[src/rtl/riscv_lsu_pkg.sv]
// Shared types and constants for the memory-stage load/store unit.
package riscv_lsu_pkg;

  typedef enum logic [1:0] {
    S_IDLE = 2'd0,
    S_REQ  = 2'd1,
    S_RESP = 2'd2,
    S_DONE = 2'd3
  } lsu_state_e;

  localparam logic [2:0] F3_B  = 3'b000;
  localparam logic [2:0] F3_H  = 3'b001;
  localparam logic [2:0] F3_W  = 3'b010;
  localparam logic [2:0] F3_BU = 3'b100;
  localparam logic [2:0] F3_HU = 3'b101;

  localparam logic [1:0] ERR_NONE     = 2'b00;
  localparam logic [1:0] ERR_MISALIGN = 2'b01;
  localparam logic [1:0] ERR_ILLEGAL  = 2'b10;
  localparam logic [1:0] ERR_TIMEOUT  = 2'b11;

  function automatic logic f3_illegal(input logic [2:0] f3);
    return (f3 == 3'b011) || (f3[2:1] == 2'b11);
  endfunction

endpackage

[src/rtl/mem_stage_lsu_if.sv]
// Data-memory request/grant/response bus between the LSU and memory.
interface mem_stage_lsu_if;
  logic        req;
  logic        we;
  logic [3:0]  be;
  logic [31:0] addr;
  logic [31:0] wdata;
  logic        gnt;
  logic        rvalid;
  logic [31:0] rdata;

  modport master (output req, we, be, addr, wdata, input gnt, rvalid, rdata);
  modport slave  (input req, we, be, addr, wdata, output gnt, rvalid, rdata);
endinterface

[src/rtl/lsu_load_align.sv]
// Selects the addressed byte/half lane of a read word and sign/zero extends it.
module lsu_load_align
  import riscv_lsu_pkg::*;
(
  input  logic [1:0]  off,
  input  logic [2:0]  f3,
  input  logic [31:0] word,
  output logic [31:0] res
);
  logic [7:0]  b;
  logic [15:0] h;

  assign b = word[{off, 3'b000} +: 8];
  assign h = word[{off[1], 4'b0000} +: 16];

  always_comb begin
    res = '0;
    case (f3)
      F3_B:    res = {{24{b[7]}}, b};
      F3_BU:   res = {24'h0, b};
      F3_H:    res = {{16{h[15]}}, h};
      F3_HU:   res = {16'h0, h};
      F3_W:    res = word;
      default: res = '0;
    endcase
  end
endmodule

[src/rtl/mem_stage_lsu.sv]
// Memory-stage LSU: classifies, issues and completes one data-memory access.
// Optional watchdog enabled by defining LSU_TIMEOUT_EN.
module mem_stage_lsu
  import riscv_lsu_pkg::*;
#(
  parameter int XLEN           = 32,
  parameter int TIMEOUT_CYCLES = 255
) (
  input  logic            clk,
  input  logic            rst_n,
  input  logic            mem_read_M,
  input  logic            mem_write_M,
  input  logic [2:0]      funct3_M,
  input  logic [XLEN-1:0] addr_M,
  input  logic [XLEN-1:0] wdata_M,
  output logic            stall_M,
  output logic            lsu_done,
  output logic [XLEN-1:0] lsu_rdata,
  output logic            lsu_err,
  output logic [1:0]      lsu_err_code,
  mem_stage_lsu_if.master dmem
);
  lsu_state_e state_q, state_d;
  logic [31:0] addr_q, addr_d;
  logic [31:0] wdata_q, wdata_d;
  logic [31:0] rdata_q, rdata_d;
  logic [3:0]  be_q, be_d;
  logic [2:0]  f3_q, f3_d;
  logic        we_q, we_d;
  logic [1:0]  code_q, code_d;
  logic [31:0] ld_res;
  logic        access, misaligned;

  assign access = mem_read_M | mem_write_M;
  assign misaligned = (funct3_M[1:0] == 2'b01 && addr_M[0]) ||
                      (funct3_M[1:0] == 2'b10 && addr_M[1:0] != 2'b00);

  lsu_load_align u_align (
    .off  (addr_q[1:0]),
    .f3   (f3_q),
    .word (dmem.rdata),
    .res  (ld_res)
  );

`ifdef LSU_TIMEOUT_EN
  localparam int CNT_W = ($clog2(TIMEOUT_CYCLES + 1) > 8) ? $clog2(TIMEOUT_CYCLES + 1) : 8;
  logic [CNT_W-1:0] cnt_q, cnt_d;
`else
  logic unused_cfg;
  assign unused_cfg = TIMEOUT_CYCLES[0];
`endif

  always_comb begin
    state_d = state_q;
    addr_d  = addr_q;
    wdata_d = wdata_q;
    rdata_d = rdata_q;
    be_d    = be_q;
    f3_d    = f3_q;
    we_d    = we_q;
    code_d  = code_q;
`ifdef LSU_TIMEOUT_EN
    cnt_d   = cnt_q;
`endif
    case (state_q)
      S_IDLE: if (access) begin
        addr_d  = addr_M;
        f3_d    = funct3_M;
        we_d    = mem_write_M;
        rdata_d = '0;
        case (funct3_M[1:0])
          2'b00:   begin be_d = 4'b0001 << addr_M[1:0];         wdata_d = {4{wdata_M[7:0]}};  end
          2'b01:   begin be_d = 4'b0011 << {addr_M[1], 1'b0};   wdata_d = {2{wdata_M[15:0]}}; end
          default: begin be_d = 4'hF;                           wdata_d = wdata_M;            end
        endcase
        if ((mem_read_M && mem_write_M) || f3_illegal(funct3_M)) begin
          code_d  = ERR_ILLEGAL;
          state_d = S_DONE;
        end else if (misaligned) begin
          code_d  = ERR_MISALIGN;
          state_d = S_DONE;
        end else begin
          code_d  = ERR_NONE;
          state_d = S_REQ;
`ifdef LSU_TIMEOUT_EN
          cnt_d   = '0;
`endif
        end
      end
      S_REQ: begin
        if (dmem.gnt) begin
          if (we_q) state_d = S_DONE;
          else if (dmem.rvalid) begin
            rdata_d = ld_res;
            state_d = S_DONE;
          end else state_d = S_RESP;
        end
      end
      S_RESP: if (dmem.rvalid) begin
        rdata_d = ld_res;
        state_d = S_DONE;
      end
      S_DONE: state_d = S_IDLE;
      default: state_d = S_IDLE;
    endcase
`ifdef LSU_TIMEOUT_EN
    // A completion in the same cycle wins over the watchdog.
    if ((state_q == S_REQ || state_q == S_RESP) && state_d != S_DONE) begin
      if (cnt_q == CNT_W'(TIMEOUT_CYCLES - 1)) begin
        code_d  = ERR_TIMEOUT;
        rdata_d = '0;
        state_d = S_DONE;
      end else cnt_d = cnt_q + 1'b1;
    end
`endif
  end

  always_ff @(posedge clk) begin
    if (!rst_n) begin
      state_q <= S_IDLE;
      addr_q  <= '0;
      wdata_q <= '0;
      rdata_q <= '0;
      be_q    <= '0;
      f3_q    <= '0;
      we_q    <= 1'b0;
      code_q  <= ERR_NONE;
`ifdef LSU_TIMEOUT_EN
      cnt_q   <= '0;
`endif
    end else begin
      state_q <= state_d;
      addr_q  <= addr_d;
      wdata_q <= wdata_d;
      rdata_q <= rdata_d;
      be_q    <= be_d;
      f3_q    <= f3_d;
      we_q    <= we_d;
      code_q  <= code_d;
`ifdef LSU_TIMEOUT_EN
      cnt_q   <= cnt_d;
`endif
    end
  end

  assign stall_M      = (state_q == S_IDLE && access) || state_q == S_REQ || state_q == S_RESP;
  assign lsu_done     = (state_q == S_DONE);
  assign lsu_rdata    = lsu_done ? rdata_q : '0;
  assign lsu_err      = lsu_done && code_q != ERR_NONE;
  assign lsu_err_code = lsu_done ? code_q : ERR_NONE;

  // Bus fields are only driven while the request is outstanding.
  assign dmem.req   = (state_q == S_REQ);
  assign dmem.we    = dmem.req && we_q;
  assign dmem.be    = dmem.req ? be_q : 4'h0;
  assign dmem.addr  = dmem.req ? {addr_q[31:2], 2'b00} : 32'h0;
  assign dmem.wdata = dmem.req ? wdata_q : 32'h0;
endmodule

[src/flat_wrapper.sv]
// flat-port wrapper written by rule: the top's interface ports become plain ports
module mem_stage_lsu_flat import riscv_lsu_pkg::*;
#(
  parameter int XLEN           = 32,
  parameter int TIMEOUT_CYCLES = 255
)
  (clk, rst_n, mem_read_M, mem_write_M, funct3_M, addr_M, wdata_M, stall_M, lsu_done, lsu_rdata, lsu_err, lsu_err_code, dmem_req, dmem_we, dmem_be, dmem_addr, dmem_wdata, dmem_gnt, dmem_rvalid, dmem_rdata);
  mem_stage_lsu_if dmem_i ();
  input  logic clk;
  input  logic rst_n;
  input  logic mem_read_M;
  input  logic mem_write_M;
  input  logic [2:0] funct3_M;
  input  logic [XLEN-1:0] addr_M;
  input  logic [XLEN-1:0] wdata_M;
  output logic stall_M;
  output logic lsu_done;
  output logic [XLEN-1:0] lsu_rdata;
  output logic lsu_err;
  output logic [1:0] lsu_err_code;
  output wire logic [$bits(dmem_i.req)-1:0] dmem_req;
  output wire logic [$bits(dmem_i.we)-1:0] dmem_we;
  output wire logic [$bits(dmem_i.be)-1:0] dmem_be;
  output wire logic [$bits(dmem_i.addr)-1:0] dmem_addr;
  output wire logic [$bits(dmem_i.wdata)-1:0] dmem_wdata;
  input wire logic [$bits(dmem_i.gnt)-1:0] dmem_gnt;
  input wire logic [$bits(dmem_i.rvalid)-1:0] dmem_rvalid;
  input wire logic [$bits(dmem_i.rdata)-1:0] dmem_rdata;
  assign dmem_req = dmem_i.req;
  assign dmem_we = dmem_i.we;
  assign dmem_be = dmem_i.be;
  assign dmem_addr = dmem_i.addr;
  assign dmem_wdata = dmem_i.wdata;
  assign dmem_i.gnt = dmem_gnt;
  assign dmem_i.rvalid = dmem_rvalid;
  assign dmem_i.rdata = dmem_rdata;
  mem_stage_lsu #(.XLEN(XLEN), .TIMEOUT_CYCLES(TIMEOUT_CYCLES)) u_core (.clk(clk), .rst_n(rst_n), .mem_read_M(mem_read_M), .mem_write_M(mem_write_M), .funct3_M(funct3_M), .addr_M(addr_M), .wdata_M(wdata_M), .stall_M(stall_M), .lsu_done(lsu_done), .lsu_rdata(lsu_rdata), .lsu_err(lsu_err), .lsu_err_code(lsu_err_code), .dmem(dmem_i));
endmodule
[config.mk]
export PLATFORM = sky130hd
export DESIGN_NAME = mem_stage_lsu_flat
export DESIGN_NICKNAME = d
export VERILOG_FILES = /design/src/rtl/riscv_lsu_pkg.sv /design/src/rtl/mem_stage_lsu_if.sv /design/src/rtl/lsu_load_align.sv /design/src/rtl/mem_stage_lsu.sv /design/src/flat_wrapper.sv
export SDC_FILE = /design/constraint.sdc
export NUM_CORES = 1
export LEC_CHECK = 0
export BUFFER_PORTS_ARGS = -buffer_cell sky130_fd_sc_hd__buf_4
export CAP_MARGIN = 20
export CORE_AREA = 2 2 108 110
export CTS_CLUSTER_SIZE = 25
export DETAILED_ROUTE_END_ITERATION = 8
export DIE_AREA = 0 0 110 112
export PLACE_DENSITY = 0.94
export REMOVE_ABC_BUFFERS = 1
export SLEW_MARGIN = 20
export SYNTH_ARGS = -nofsm -noshare
export SYNTH_HDL_FRONTEND = slang
export SYNTH_HIERARCHICAL = 1
export SYNTH_SLANG_ARGS = --single-unit
export TNS_END_PERCENT = 1
[constraint.sdc]
create_clock -name clk -period 3.58 [get_ports clk]
set_clock_uncertainty 0.2 [all_clocks]
set_input_delay 0.716 -clock clk [delete_from_list [all_inputs] [get_ports clk]]
set_output_delay 0.716 -clock clk [all_outputs]
set_load 0.005 [all_outputs]
==> impl_metrics.ini <==
[outcome]
status = completed

[cts]
root_buffer = clkbuf_16
tritoncts = done
post_cts_buffers = 0
insertion_delay_ns = 0.34
cts_resized = 0
cts_buffer_depth = 2
htreeDepth = 3
cts_hold_buf = 0
numCtsBuffers = 9
cts.sinks = 108
clk_transition_reported_paths_ns = 0.07

[synthesis]
syn_area_mm2 = 0.00595
seq_area_frac_synth_pct = 36.3
synthFlopType = dfxtp_1
postSynthRegisterBits = 108
ys_async_sr_fraction_pct = 0
synth_edf_count = 0
avgSynthCellArea_um2 = 7.90
yosys_warnings = 6
ys_types = 47
postSynthCellCount = 753

[placement]
hpwlAfterDp_mm = 11.6
placedInstanceArea_mm2 = 0.00739
place.gp.congestion = 0.902
numPortBuffers = 209
place_ws_ns = 1.05

[global_route]
grt_pass1_vias = 5511
grt.total_usage_pct = 26.8
grt_pass1_wl_mm = 26.6
grt_max_degree = 88
grt-ovfl-total = 0
antenna_found_initial = 0

[routing]
vias = 5874
vias_per_cell = 5.54
drtIter0Drc = 337
ant_nets = 0
drc = 0
routedWlPerCell_um = 15.7
routed_wl_mm = 16.7
firstDrtPassIters = 6

[power]
p_int_mw = 3.00
combPwrFrac_pct = 44.0
clkPwrFrac_pct = 20.5
powerDensity_mw_per_mm2 = 640
vdd_drop_max_uv = 399
power_frac_seq_pct = 35.6
power_switching_mw = 1.92
p_sw_share_pct = 39.1
p_leak_nw = 3.39

[floorplan]
dieArea_mm2 = 0.0123
rows = 39
ios = 212
die_h_um = 112
start_util_pct = 53.3
coreArea_mm2 = 0.0112
die_width_um = 110

[worst_setup_path]
end_kind = output pin
critPathArrivalTime_ns = 2.00
critical_path_required_ns = 2.66
crit_fanout = 48
start_kind = flop
critPathKind = reg2out

[finish]
fin_area_mm2 = 0.00769
finalNetCount = 1022
antenna_cells = 0
mostFrequentLayoutCell = buf_4
post_route_cells_drive_above_1_share_pct = 27.3
area_growth_pct = 29.2
final_cell_mix = buf_4, nand2_1, dfxtp_1

[timing]
drv_slew = 0
setup_ws_ns = 0.664
max_freq_ghz = 0.343
maxSlewHeadroom_pct = 27.4
fin_crit_ns = 2.92
rsz0062_at_grt = no
finalHoldViolCount = 0
period_share_pct = 81.4
fin_tns_setup_ns = 0
tightestPinTransition_ns = 1.09
setup_viol = 0

[flow_run]
maxCapViolations = 0

[worst_hold_path]
hold_class = reg2reg
==> synth_stat cells (all sizes together), types with 2 or more instances <==
master	instances	area, um^2
a311oi	9	78.8
o221ai	8	70.1
nor2	37	139
nor3	2	21.3
o211ai	17	128
mux2	3	33.8
and3b	2	17.5
inv	6	22.5
a32oi	2	17.5
nor2b	5	31.3
or2	2	12.5
and2	102	638
a211oi	9	67.6
buf	34	257
nand3	58	290
a31oi	2	12.5
o21ai	28	144
ha	5	62.6
nand2	139	529
dfxtp	108	2160
a221o	6	60.1
mux2i	55	551
nor3b	3	27.5
nand2b	5	46.3
clkbuf	37	139
o21a	2	15.0
a21oi	58	290
==> logic make-up (layout without fill, tap and decap cells) <==
logic type                 Yosys count  in the layout  share of synthesized area [%]
and+or+nand+nor                    358            358                           29.8
AOI/OAI and AO/OA                  145            145                           15.8
DFF                                108            108                           36.3
buffers and inverters               77            240                           7.02
muxes                               58             58                           9.82
adders and majority gates            5              5                           1.05
other                                1              2                         0.0630
xor gates and xnor gates             1              1                          0.147
==> layer usage <==
layer	routed length, um	vias to the layer above	track usage (%)
met3	1750	28	8.67
met4	356	0	9.62
met5	0	-	0
met2	7790	289	42.1
met1	6760	2681	34.3
li1	-	2876	-
==> sequential cells by signal, summed over array words and instances (netlist names) <==
register,cells
u_core/be_q,4
u_core/code_q,2
u_core/wdata_q,32
u_core/f3_q,3
u_core/addr_q,32
u_core/we_q,1
u_core/state_q,2
u_core/rdata_q,32
==> worst paths after layout <==
path / endpoint / cells after the start / slack (ns) / start
worst max register to register: u_core/wdata_q[30] / 6 / 1.04 / u_core/state_q[1]
worst min register to register: u_core/addr_q[18] / 2 / 0.25 / u_core/addr_q[18]
worst min-delay path: u_core/addr_q[18] / 2 / 0.25 / u_core/addr_q[18]
worst max-delay path: dmem_be[3] / 5 / 0.66 / u_core/state_q[1]
==> critical path, stage by stage (launching register included) <==
cell	delay (ns)
dfxtp_1	0.33
inv_1	0.12
ha_2	0.40
buf_4	0.42
and2_1	0.23
buf_4	0.12
==> power groups by stage <==
stage | Combinational [mW] | Clock (mW) | Sequential [mW]
floorplan | 1.43 | 0 | 1.70
global placement | 2.09 | 0 | 1.75
detailed placement | 2.14 | 0 | 1.77
CTS | 2.16 | 1.03 | 1.75
global route | 2.38 | 1.08 | 1.79
finish | 2.16 | 1.01 | 1.75
==> through the flow <==
stage	utilization (%)	instances	hold WS [ns]	power, mW
floorplan	-	683	0.232	3.13
global placement	66.1	1044	0.237	3.85
global route	68.8	1060	0.281	5.25
CTS	68.8	1060	0.253	4.93
finish	68.8	1060	0.252	4.92
detailed placement	66.1	1044	0.243	3.91
==> final cells by class <==
type / instances / area [um^2]
clock buffers: 9 / 225
fillers: 920 / 3490
inverters: 6 / 22.5
flip-flops and latches: 108 / 2160
repair buffers: 218 / 1640
clock inverters: 7 / 75.1
well taps: 143 / 179
multi-input cells: 569 / 3390
Note: power is estimated with default switching activity, not from simulation.
